[config.mk]
export PLATFORM = sky130hd
export DESIGN_NAME = shift_issue_unit
export DESIGN_NICKNAME = d
export VERILOG_FILES = /design/src/rtl/shift_issue_unit.sv
export SDC_FILE = /design/constraint.sdc
export NUM_CORES = 1
export LEC_CHECK = 0
export ABC_AREA = 1
export BUFFER_PORTS_ARGS = -buffer_cell sky130_fd_sc_hd__buf_2
export CAP_MARGIN = 20
export CORE_ASPECT_RATIO = 1.5
export CORE_UTILIZATION = 53
export CTS_BUF_LIST = sky130_fd_sc_hd__clkbuf_8
export DETAILED_ROUTE_END_ITERATION = 7
export PLACE_DENSITY = 0.83
export SYNTH_ARGS = -nofsm -noshare
export SYNTH_HDL_FRONTEND = slang
export SYNTH_SLANG_ARGS = --single-unit
export TNS_END_PERCENT = 10
[constraint.sdc]
create_clock -name clk -period 2.3 [get_ports clk]
set_clock_uncertainty 0.15 [all_clocks]
set_input_delay 0.115 -clock clk [delete_from_list [all_inputs] [get_ports clk]]
set_output_delay 0.115 -clock clk [all_outputs]
set_load 0.03 [all_outputs]
[src/rtl/shift_issue_unit.sv]
// rtl/shift_issue_unit.sv - two-stage issue/mask wrapper around an external 32-bit rotator
`timescale 1ns/1ps
module shift_issue_unit #(
    parameter int WIDTH = 32,
    parameter int AMT_W = 8,
    parameter int TAG_W = 4
) (
    input  logic             clk,
    input  logic             rst_n,
    input  logic             in_valid,
    output logic             in_ready,
    input  logic [2:0]       in_op,
    input  logic [AMT_W-1:0] in_amt,
    input  logic [WIDTH-1:0] in_data,
    input  logic [TAG_W-1:0] in_tag,
    output logic             rot_control,
    output logic [4:0]       rot_shift,
    output logic [WIDTH-1:0] rot_num,
    input  logic [WIDTH-1:0] rot_out,
    output logic             out_valid,
    input  logic             out_ready,
    output logic [WIDTH-1:0] out_data,
    output logic [TAG_W-1:0] out_tag,
    output logic             out_zero,
    output logic             out_err,
    output logic             busy
);
    localparam logic [2:0] OP_ROL = 3'd0;
    localparam logic [2:0] OP_ROR = 3'd1;
    localparam logic [2:0] OP_SLL = 3'd2;
    localparam logic [2:0] OP_SRL = 3'd3;
    localparam logic [2:0] OP_SRA = 3'd4;

    logic             s1_valid_q, s1_valid_d;
    logic [2:0]       s1_op_q, s1_op_d;
    logic [AMT_W-1:0] s1_amt_q, s1_amt_d;
    logic [WIDTH-1:0] s1_data_q, s1_data_d;
    logic [TAG_W-1:0] s1_tag_q, s1_tag_d;

    logic             out_valid_q, out_valid_d;
    logic [WIDTH-1:0] out_data_q, out_data_d;
    logic [TAG_W-1:0] out_tag_q, out_tag_d;
    logic             out_zero_q, out_zero_d;
    logic             out_err_q, out_err_d;

    logic             advance;
    logic             accept;
    logic             amt_big;
    logic [4:0]       amt_r;
    logic [WIDTH-1:0] ones;
    logic [WIDTH-1:0] res;
    logic             res_err;

    assign advance  = s1_valid_q & (~out_valid_q | out_ready);
    assign in_ready = ~s1_valid_q | advance;
    assign accept   = in_valid & in_ready;

    assign rot_num     = s1_data_q;
    assign rot_shift   = s1_valid_q ? s1_amt_q[4:0] : 5'd0;
    assign rot_control = (s1_op_q == OP_ROR) | (s1_op_q == OP_SRL) | (s1_op_q == OP_SRA);

    always_comb begin
        s1_valid_d = s1_valid_q;
        s1_op_d    = s1_op_q;
        s1_amt_d   = s1_amt_q;
        s1_data_d  = s1_data_q;
        s1_tag_d   = s1_tag_q;
        if (accept) begin
            s1_valid_d = 1'b1;
            s1_op_d    = in_op;
            s1_amt_d   = in_amt;
            s1_data_d  = in_data;
            s1_tag_d   = in_tag;
        end else if (advance) begin
            s1_valid_d = 1'b0;
        end
    end

    // Rotator output is post-masked; amounts of 32 or more saturate shifts.
    always_comb begin
        amt_big = |s1_amt_q[AMT_W-1:5];
        amt_r   = s1_amt_q[4:0];
        ones    = '1;
        res     = rot_out;
        res_err = 1'b0;
        case (s1_op_q)
            OP_ROL, OP_ROR: res = rot_out;
            OP_SLL: res = amt_big ? '0 : (rot_out & (ones << amt_r));
            OP_SRL: res = amt_big ? '0 : (rot_out & (ones >> amt_r));
            OP_SRA: begin
                if (amt_big)
                    res = {WIDTH{s1_data_q[WIDTH-1]}};
                else if (s1_data_q[WIDTH-1])
                    res = rot_out | ~(ones >> amt_r);
                else
                    res = rot_out & (ones >> amt_r);
            end
            default: begin
                res     = s1_data_q;
                res_err = 1'b1;
            end
        endcase
    end

    always_comb begin
        out_valid_d = out_valid_q;
        out_data_d  = out_data_q;
        out_tag_d   = out_tag_q;
        out_zero_d  = out_zero_q;
        out_err_d   = out_err_q;
        if (advance) begin
            out_valid_d = 1'b1;
            out_data_d  = res;
            out_tag_d   = s1_tag_q;
            out_zero_d  = (res == '0);
            out_err_d   = res_err;
        end else if (out_ready) begin
            out_valid_d = 1'b0;
        end
    end

    always_ff @(posedge clk or negedge rst_n) begin
        if (!rst_n) begin
            s1_valid_q  <= 1'b0;
            s1_op_q     <= '0;
            s1_amt_q    <= '0;
            s1_data_q   <= '0;
            s1_tag_q    <= '0;
            out_valid_q <= 1'b0;
            out_data_q  <= '0;
            out_tag_q   <= '0;
            out_zero_q  <= 1'b0;
            out_err_q   <= 1'b0;
        end else begin
            s1_valid_q  <= s1_valid_d;
            s1_op_q     <= s1_op_d;
            s1_amt_q    <= s1_amt_d;
            s1_data_q   <= s1_data_d;
            s1_tag_q    <= s1_tag_d;
            out_valid_q <= out_valid_d;
            out_data_q  <= out_data_d;
            out_tag_q   <= out_tag_d;
            out_zero_q  <= out_zero_d;
            out_err_q   <= out_err_d;
        end
    end

    assign out_valid = out_valid_q;
    assign out_data  = out_data_q;
    assign out_tag   = out_tag_q;
    assign out_zero  = out_zero_q;
    assign out_err   = out_err_q;
    assign busy      = s1_valid_q | out_valid_q;
endmodule
==> flow_summary.yaml, run 1 <==
outcome:
  status: "finished, violations left"
  violations: "negative hold slack"
critical_path:
  rr_endpoint: "out_zero"
  r2r-start: "s1_amt_q[6]"
  start_kind: "register"
  setup.worst_path.end_class: "register"
  reg2reg_depth: 16
  path_class: "reg2reg"
  crit_required_ns: 2.43
  cp_data_arrival_time_ns: 2.29
  worstPathMaxFanout: 7
  reg2reg_slack_ns: 0.13
clocking:
  clkTransAtPathRegs_ns: 0.09
  cts_root_buffer: "clkbuf_8"
  insertion_delay_ns: 0.38
  cts_buffers: 9
  clock_path_buffers: 2
  tritoncts: "done"
  clock_sinks: 87
  cts_max_level: 3
placed_design:
  dp_hpwl_um: 13300
  portBuffers: 161
  dp.cells: 983
  gp_congestion: 0.953
  dp_slack_ns: -0.0630
pwr:
  peakVddDrop_v: 0.000694
  total_power_w: 0.00649
  p_per_area_nw_per_um2: 887
  power.leakage_nw: 3.80
timing:
  whs_ns: -0.0262
  tightest_slew_ns: 0.612
  fmax_ghz: 0.462
  min_period_ns: 2.17
  relSlewSlack: 0.592
  maxSlewViolCount: 0
  period_share: 0.942
  setup_viol: 0
  setup_slack_ns: 0.134
  hold_viol_final: 16
floorplanning:
  ios: 162
  num_rows: 43
  fp.dieH_um: 122
  start_util: 0.547
  die_w_um: 81.8
  coreArea_um2: 9250
  die_area_um2: 9950
global_route:
  grt_overflow_total: 0
  grt_use_total: 0.398
  antenna_found_initial: 0
  grt_pass1_vias: 5880
  grt_max_degree: 88
  grt_pass1_wl_um: 29300
logic_synthesis:
  yosys-top-cells-area: "dfrtp_1 (43%), nand2_1 (18%), mux2_2 (6.0%), nor2_1 (5.9%), o21ai_0 (4.9%)"
  syn_nets: 785
  synth_top_area_frac: 0.430
  syn_area_um2: 5060
  yosysWarnings: 0
  ys_seq_elements: 87
  synth_seq_area_share: 0.430
  yosysTopAreaCell: "dfrtp_1"
  ys_types: 27
  synthCells: 702
  synth_area_per_cell_um2: 7.21
route:
  wl_per_cell_um: 18.0
  ant_nets: 0
  viasPerCell: 5.56
  drc_errors: 0
  vias: 5998
  drt_iter0_drc: 450
  first_pass_iters: 6
  wirelength_um: 19400
cells_and_area:
  final_common_cell: "nand2_1"
  layout_common_cells: "nand2_1 (229), buf_2 (161), dfrtp_1 (81), dlygate4sd3_1 (68), nor2_1 (66)"
  nFillCells: 648
  insertedDiodeCount: 0
  fin_cells: 1078
  nNetsFinal: 1044
  utilization: 0.790
  drive_gt1_frac: 0.343
  syn_to_final_growth_pct: 44.6
worst_hold_path:
  hold_start: "rot_out[0]"
  hp-class: "in2reg"
  holdPathStages: 5
  hold_end: "out_data[0]"
run:
  maxCapViolations: 0
-- layer usage --
| metal | track usage | part of all wire |
|---|---|---|
| met2 | 0.674 | 0.51 |
| met4 | 0.261 | 0.063 |
| met1 | 0.439 | 0.36 |
| met3 | 0.0824 | 0.061 |
| met5 | 0 | 0 |
-- final cells by class --
cell class / instances / area (um^2) / share of cell area
multi-input cells: 535 / 2650 / 0.362
inverters: 46 / 173 / 0.0236
repair buffers: 282 / 1960 / 0.268
flip-flops and latches: 87 / 2180 / 0.299
clock inverters: 6 / 67.6 / 0.00924
clock buffers: 10 / 138 / 0.0188
well taps: 112 / 140 / 0.0192
-- stage by stage --
step / cell area, um^2 / setup TNS, ns
2_1_floorplan: 5060 / 0
3_3_place_gp: 6160 / -0.0812
3_5_place_dp: 6160 / -0.0630
4_1_cts: 7050 / 0
5_1_grt: 7310 / -0.0198
6_report: 7310 / 0
-- power breakdown --
part / total, W / internal [W] / switching [W]
clock: 0.00114 / 0.000537 / 0.000603
sequential: 0.00219 / 0.00192 / 0.000279
combinational: 0.00315 / 0.00105 / 0.00211
-- worst max-delay path, stage by stage (launching register included) --
cell and delay, ns:
dfrtp_1 0.44, inv_2 0.07, nand2_1 0.06, nor2_2 0.15
buf_6 0.16, buf_6 0.14, nand2_4 0.08, nand2_4 0.09
nand2_1 0.05, o21ai_1 0.08, nand2_1 0.08, a21oi_2 0.20
nor2_1 0.07, nand2_1 0.09, nor2_1 0.06, nand2_1 0.05
nand2_1 0.05
-- worst max-delay path by stage --
| stage | from | end | cells past startpoint |
|---|---|---|---|
| 5_1_grt | s1_amt_q[1] | out_zero | 13 |
| 2_1_floorplan | out_valid | rot_num[16] | 5 |
| 4_1_cts | s1_amt_q[1] | out_zero | 14 |
| 3_3_place_gp | s1_amt_q[1] | out_zero | 14 |
| 6_report | s1_amt_q[6] | out_zero | 16 |
| 3_5_place_dp | s1_amt_q[1] | out_zero | 14 |
-- cell usage after synthesis --
library cell / number
o21a_1: 1
inv_2: 5
nand3b_1: 1
nand4_1: 3
o21ai_0: 50
o21ai_1: 6
nor2_4: 1
nand2_1: 239
or2_1: 7
clkbuf_1: 12
buf_6: 4
buf_4: 6
or2_2: 14
inv_1: 41
buf_2: 10
a21oi_1: 41
mux2_2: 27
nand3_2: 1
nand3_1: 47
buf_1: 2
nand2_2: 6
dfrtp_1: 87
nor2_2: 6
a31oi_1: 2
nor2_1: 80
nor3_1: 2
nor3_2: 1
-- kinds of logic (layout without fill, tap and decap cells) --
family,after synthesis,after routing,share of synthesized area
and+or+nand+nor,408,408,0.337
DFF,87,87,0.430
muxes,27,27,0.0601
buffers and inverters,80,344,0.0722
AOI/OAI and AO/OA,100,100,0.0999
-- state kept, by name (all words and copies together), names as in the netlist --
name	count
s1_valid_q	1
out_err	1
out_tag	4
rot_num	32
s1_op_q	3
out_zero	1
out_data	32
s1_tag_q	4
out_valid	1
s1_amt_q	8
-- repair_timing --
item,4_1_cts,5_1_grt
pin swaps,0,8
buffers inserted,0,9
endpoints found under the hold margin,155,0
gates cloned,0,1
hold buffers,68,0
resized for setup,1,57
setup endpoints to repair,1,1
Power figures use the tool's default switching activity.
==> inputs of run 2 (changes only) <==
--- a/config.mk
+++ b/config.mk
@@ -11,2 +11,3 @@
 export CORE_ASPECT_RATIO = 1.5
+export CORE_MARGIN = 3
 export CORE_UTILIZATION = 53
==> constraint.sdc (replaced) <==
create_clock -name clk -period 2.3 [get_ports clk]
set_clock_uncertainty 0.15 [all_clocks]
set_input_delay 0.23 -clock clk [delete_from_list [all_inputs] [get_ports clk]]
set_output_delay 0.23 -clock clk [all_outputs]
set_load 0.03 [all_outputs]
==> flow_summary.yaml, run 2 (synthesis gave the netlist of run 1 again) <==
critical_path:
  path_class: "reg2reg"
  cp_slowest_cell: "dfrtp_1"
  rr_endpoint: "out_zero"
  reg2reg_slack_ns: 0.15
  r2r-start: "s1_amt_q[0]"
  crit_end: "out_zero"
  critPathMostFrequentCell: "nand2_1"
  crit_required_ns: 2.45
  reg2reg_depth: 13
  cp_data_arrival_time_ns: 2.30
  crit_chain: "inv_1, nand2_1, o21ai_0, nor2_1, nor2_1, nand2_1, nand2_1, nand2_1, nor2_2, nand2_1, nor2_1, nand2_1, nand2_1"
  worstSetupStartpoint: "s1_amt_q[0]"
  critPathMaxStageDelay_ns: 0.42
  start_kind: "register"
  setup.worst_path.end_class: "register"
  worstPathMaxFanout: 4
route:
  ant_nets: 0
  viasPerCell: 5.48
  drc_errors: 0
  drt_iter0_drc: 477
  vias: 5775
  wl_per_cell_um: 17.4
  wirelength_um: 18300
  first_pass_iters: 6
cells_and_area:
  nFillCells: 725
  register_area_um2: 2180
  multiInputGateArea_um2: 2600
  final_common_cell: "nand2_1"
  fin_cells: 1054
  drive_gt1_frac: 0.331
  insertedDiodeCount: 0
  syn_to_final_growth_pct: 38.3
  layout_common_cells: "nand2_1 (233), buf_2 (160), dfrtp_1 (81), nor2_1 (71)"
  nNetsFinal: 1020
clocking:
  cts_root_buffer: "clkbuf_8"
  insertion_delay_ns: 0.37
  clkTransAtPathRegs_ns: 0.09
  cts_max_level: 3
  clock_sinks: 87
  clock_path_buffers: 2
  tritoncts: "done"
  cts_buffers: 9
global_route:
  grt_overflow_total: 0
  grt_pass1_vias: 5899
  grt_use_total: 0.345
  grt_pass1_wl_um: 29200
  grt_max_degree: 68
  antenna_found_initial: 0
timing:
  relSlewSlack: 0.604
  maxSlewViolCount: 0
  tightest_slew_ns: 0.594
  hold_viol_final: 0
  fmax_ghz: 0.465
  period_share: 0.934
  setup_slack_ns: 0.151
  min_period_ns: 2.15
  setup_viol: 0
  whs_ns: 0.0157
  finalSetupTns_ns: 0
placed_design:
  dp_hpwl_um: 13300
  dp.cells: 985
  gp_congestion: 0.982
  portBuffers: 161
  dp_slack_ns: 0.0516
pwr:
  power.leakage_nw: 3.66
  p_per_area_nw_per_um2: 914
  peakVddDrop_v: 0.000686
  total_power_w: 0.00639
floorplanning:
  ios: 162
  die_area_um2: 10800
  start_util: 0.547
  coreArea_um2: 9250
  num_rows: 43
  fp.dieH_um: 126
  die_w_um: 85.8
worst_hold_path:
  hp-class: "in2reg"
outcome:
  status: "finished clean"
run:
  maxCapViolations: 0
-- run 2: layer usage --
layer / vias to the layer above / GRT usage / share of wire
met4: 0 / 0.154 / 0.043
met2: 286 / 0.619 / 0.53
met3: 59 / 0.0524 / 0.058
met1: 2723 / 0.400 / 0.37
met5: - / 0 / 0
li1: 2707 / - / -
-- run 2: metrics by stage --
step                      cell area, um^2  utilization
after detailed placement             6170        0.667
after global routing                 7000        0.756
after global placement               6170        0.667
after CTS                            6870        0.743
after floorplan                      5060            -
final                                7000        0.756
-- run 2: critical path, delay by kind of cell, from the launching register on --
family | cells | cell delay (ns)
and+or+nand+nor | 11 | 1.04
buffers and inverters | 1 | 0.13
AOI/OAI and AO/OA | 1 | 0.35
DFF | 1 | 0.42
-- run 2: power breakdown --
group | total, W | switching [W] | internal [W] | leakage [nW]
registers | 0.00218 | 0.000266 | 0.00192 | 1.02
logic | 0.00305 | 0.00206 | 0.000988 | 2.53
clock network | 0.00116 | 0.000594 | 0.000571 | 0.104
total | 0.00639 | 0.00292 | 0.00347 | 3.66
-- run 2: how the worst min path moves through the flow --
stage | startpoint | to | slack (ns) | cells after the start
2_1_floorplan | rst_n | out_data[0] | -0.22 | 0
4_1_cts | out_ready | out_valid | 0.008 | 4
3_3_place_gp | rst_n | out_data[7] | 0.09 | 1
6_report | out_ready | out_valid | 0.02 | 4
3_5_place_dp | rst_n | out_data[7] | 0.1 | 1
5_1_grt | out_ready | out_valid | 0.05 | 4
-- run 2: what timing repair did --
action | 4_1_cts | 5_1_grt
endpoints found under the setup margin | 0 | 1
buffers inserted | 0 | 5
endpoints found under the hold margin | 88 | 0
hold buffers | 48 | 0
resized for setup | 0 | 33
-- run 2: layout make-up --
| cell class | count | area share |
|---|---|---|
| Multi-Input combinational cell | 535 | 0.371 |
| Timing Repair Buffer | 258 | 0.240 |
| Clock inverter | 5 | 0.00930 |
| Inverter | 46 | 0.0252 |
| Clock buffer | 11 | 0.0216 |
| Sequential cell | 87 | 0.312 |
| Tap cell | 112 | 0.0200 |
==> inputs of run 3 (changes only) <==
- CORE_UTILIZATION: 53 -> 40
- PLACE_DENSITY: 0.83 -> 0.65
==> flow_summary.yaml, run 3 (synthesis gave the netlist of run 1 again) <==
route:
  vias: 5401
  drc_errors: 0
  ant_nets: 0
  wl_per_cell_um: 15.8
  drt_iter0_drc: 336
  viasPerCell: 4.94
  first_pass_iters: 5
  wirelength_um: 17200
critical_path:
  reg2reg_depth: 13
  critical-path-top-delay-family: "simple AND/OR/NAND/NOR gates"
  worstPathMaxFanout: 5
  critPathMostFrequentCell: "nand2_1"
  rr_endpoint: "out_zero"
  path_buf_inv: 2
  cp_data_arrival_time_ns: 2.26
  r2r-start: "s1_amt_q[4]"
  worstSetupPathDepth: 13
  critPathMaxStageDelay_ns: 0.46
  cp_slowest_cell: "dfrtp_2"
  start_kind: "register"
  path_class: "reg2reg"
  setup.worst_path.end_class: "register"
  crit_required_ns: 2.45
  reg2reg_slack_ns: 0.19
  crit_chain: "buf_4, o21ai_0, nand2_1, nand3_1, o21ai_1, nor3_1, buf_4, nand2_1, nor2_1, nand2_1, nor2_1, nand2_1, nand2_1"
timing:
  setup_viol: 0
  hold_viol_final: 0
  period_share: 0.919
  tightest_slew_ns: 0.695
  whs_ns: 0.0707
  relSlewSlack: 0.536
  maxSlewViolCount: 0
  min_period_ns: 2.11
  setup_slack_ns: 0.186
  fmax_ghz: 0.473
worst_hold_path:
  holdPathStages: 5
  hold_end: "out_data[29]"
  hp-class: "in2reg"
  hold_start: "rot_out[29]"
pwr:
  power.leakage_nw: 3.65
  switching_share: 0.457
  p_clk_frac: 0.162
  peakVddDrop_v: 0.000488
  p_sw_w: 0.00282
  p_per_area_nw_per_um2: 878
  p_comb_frac: 0.486
  seq_power_share: 0.353
  p_int_w: 0.00335
clocking:
  cts_max_level: 3
  cts_buffers: 9
  tritoncts: "done"
  clock_path_buffers: 2
  cts_root_buffer: "clkbuf_8"
  clock_sinks: 87
  clkTransAtPathRegs_ns: 0.10
  insertion_delay_ns: 0.36
floorplanning:
  coreArea_um2: 12200
  start_util: 0.415
  ios: 162
  die_w_um: 97.8
  num_rows: 49
  fp.dieH_um: 144
  die_area_um2: 14100
global_route:
  grt_pass1_vias: 5322
  grt_overflow_total: 0
  grt_use_total: 0.244
  grt_pass1_wl_um: 27100
  grt_max_degree: 68
  antenna_found_initial: 0
placed_design:
  dp_slack_ns: 0.128
  portBuffers: 161
  dp.cells: 1027
  postPlaceCellArea_um2: 6280
  gp_congestion: 0.950
  dp_hpwl_um: 13100
cells_and_area:
  fin_cells: 1093
  layout_common_cells: "nand2_1 (235), buf_2 (160), dfrtp_1 (80), nor2_1 (71), dlygate4sd3_1 (49)"
  stdcell_area_um2: 7030
  syn_to_final_growth_pct: 38.9
  drive_gt1_frac: 0.327
  utilization: 0.576
  nNetsFinal: 1018
  insertedDiodeCount: 0
  final_common_cell: "nand2_1"
run:
  maxCapViolations: 0
outcome:
  status: "finished clean"
[run 3: cell count changes in the layout (fill, tap and decap cells not counted), sizes merged]
cell and change:
buf -3, inv +2, bufinv -1, clkbuf -1, clkinv +1, clkinvlp -1, dlygate4sd3 +1
[run 3: metal layers]
metal  global-route usage  vias up  part of all wire
met5                    0        -                 0
met4                0.107        0             0.041
met3               0.0432       49             0.048
met2                0.438      213              0.51
met1                0.283     2433              0.40
li1                     -     2706                 -
[run 3: how the worst max path moves through the flow]
| stage | end | startpoint | slack (ns) |
|---|---|---|---|
| after global routing | out_zero | s1_amt_q[4] | -0.006 |
| after global placement | out_zero | s1_amt_q[4] | 0.11 |
| after floorplan | rot_num[16] | out_valid | 0.33 |
| final | out_zero | s1_amt_q[4] | 0.19 |
| after CTS | out_zero | s1_amt_q[4] | 0.07 |
| after detailed placement | out_zero | s1_amt_q[4] | 0.13 |
[run 3: cell type report]
class,instances,area (um^2)
multi-input combinational,535,2570
tap,153,191
clock inverter,6,45.0
fill,1223,5170
timing repair buffer,256,1730
sequential,87,2190
clock buffer,10,138
inverter,46,173
[run 3: what timing repair did]
action                                 CTS  global route
gates resized for setup                  0            29
buffers inserted                         0             1
hold buffers                            49             0
setup endpoints to repair                0             1
endpoints found under the hold margin   99             0
[run 3: tightest hold or removal path: stages]
cell,delay [ns]
buf_2,0.09
nand2_1,0.05
nand2_1,0.04
nand2_1,0.06
o21ai_0,0.06
[run 3: per-stage QoR]
step / power (W) / TNS (ns)
global placement: 0.00507 / 0
global route: 0.00657 / -0.00578
detailed placement: 0.00510 / 0
floorplan: 0.00403 / 0
finish: 0.00617 / 0
CTS: 0.00617 / 0
[run 3: power by group through the flow]
stage          combinational, W  clock (W)  sequential (W)
5_1_grt                 0.00326    0.00110         0.00222
3_3_place_gp            0.00288          0         0.00219
4_1_cts                 0.00297    0.00103         0.00217
6_report                0.00300   0.000997         0.00217
3_5_place_dp            0.00291          0         0.00219
2_1_floorplan           0.00118          0         0.00285
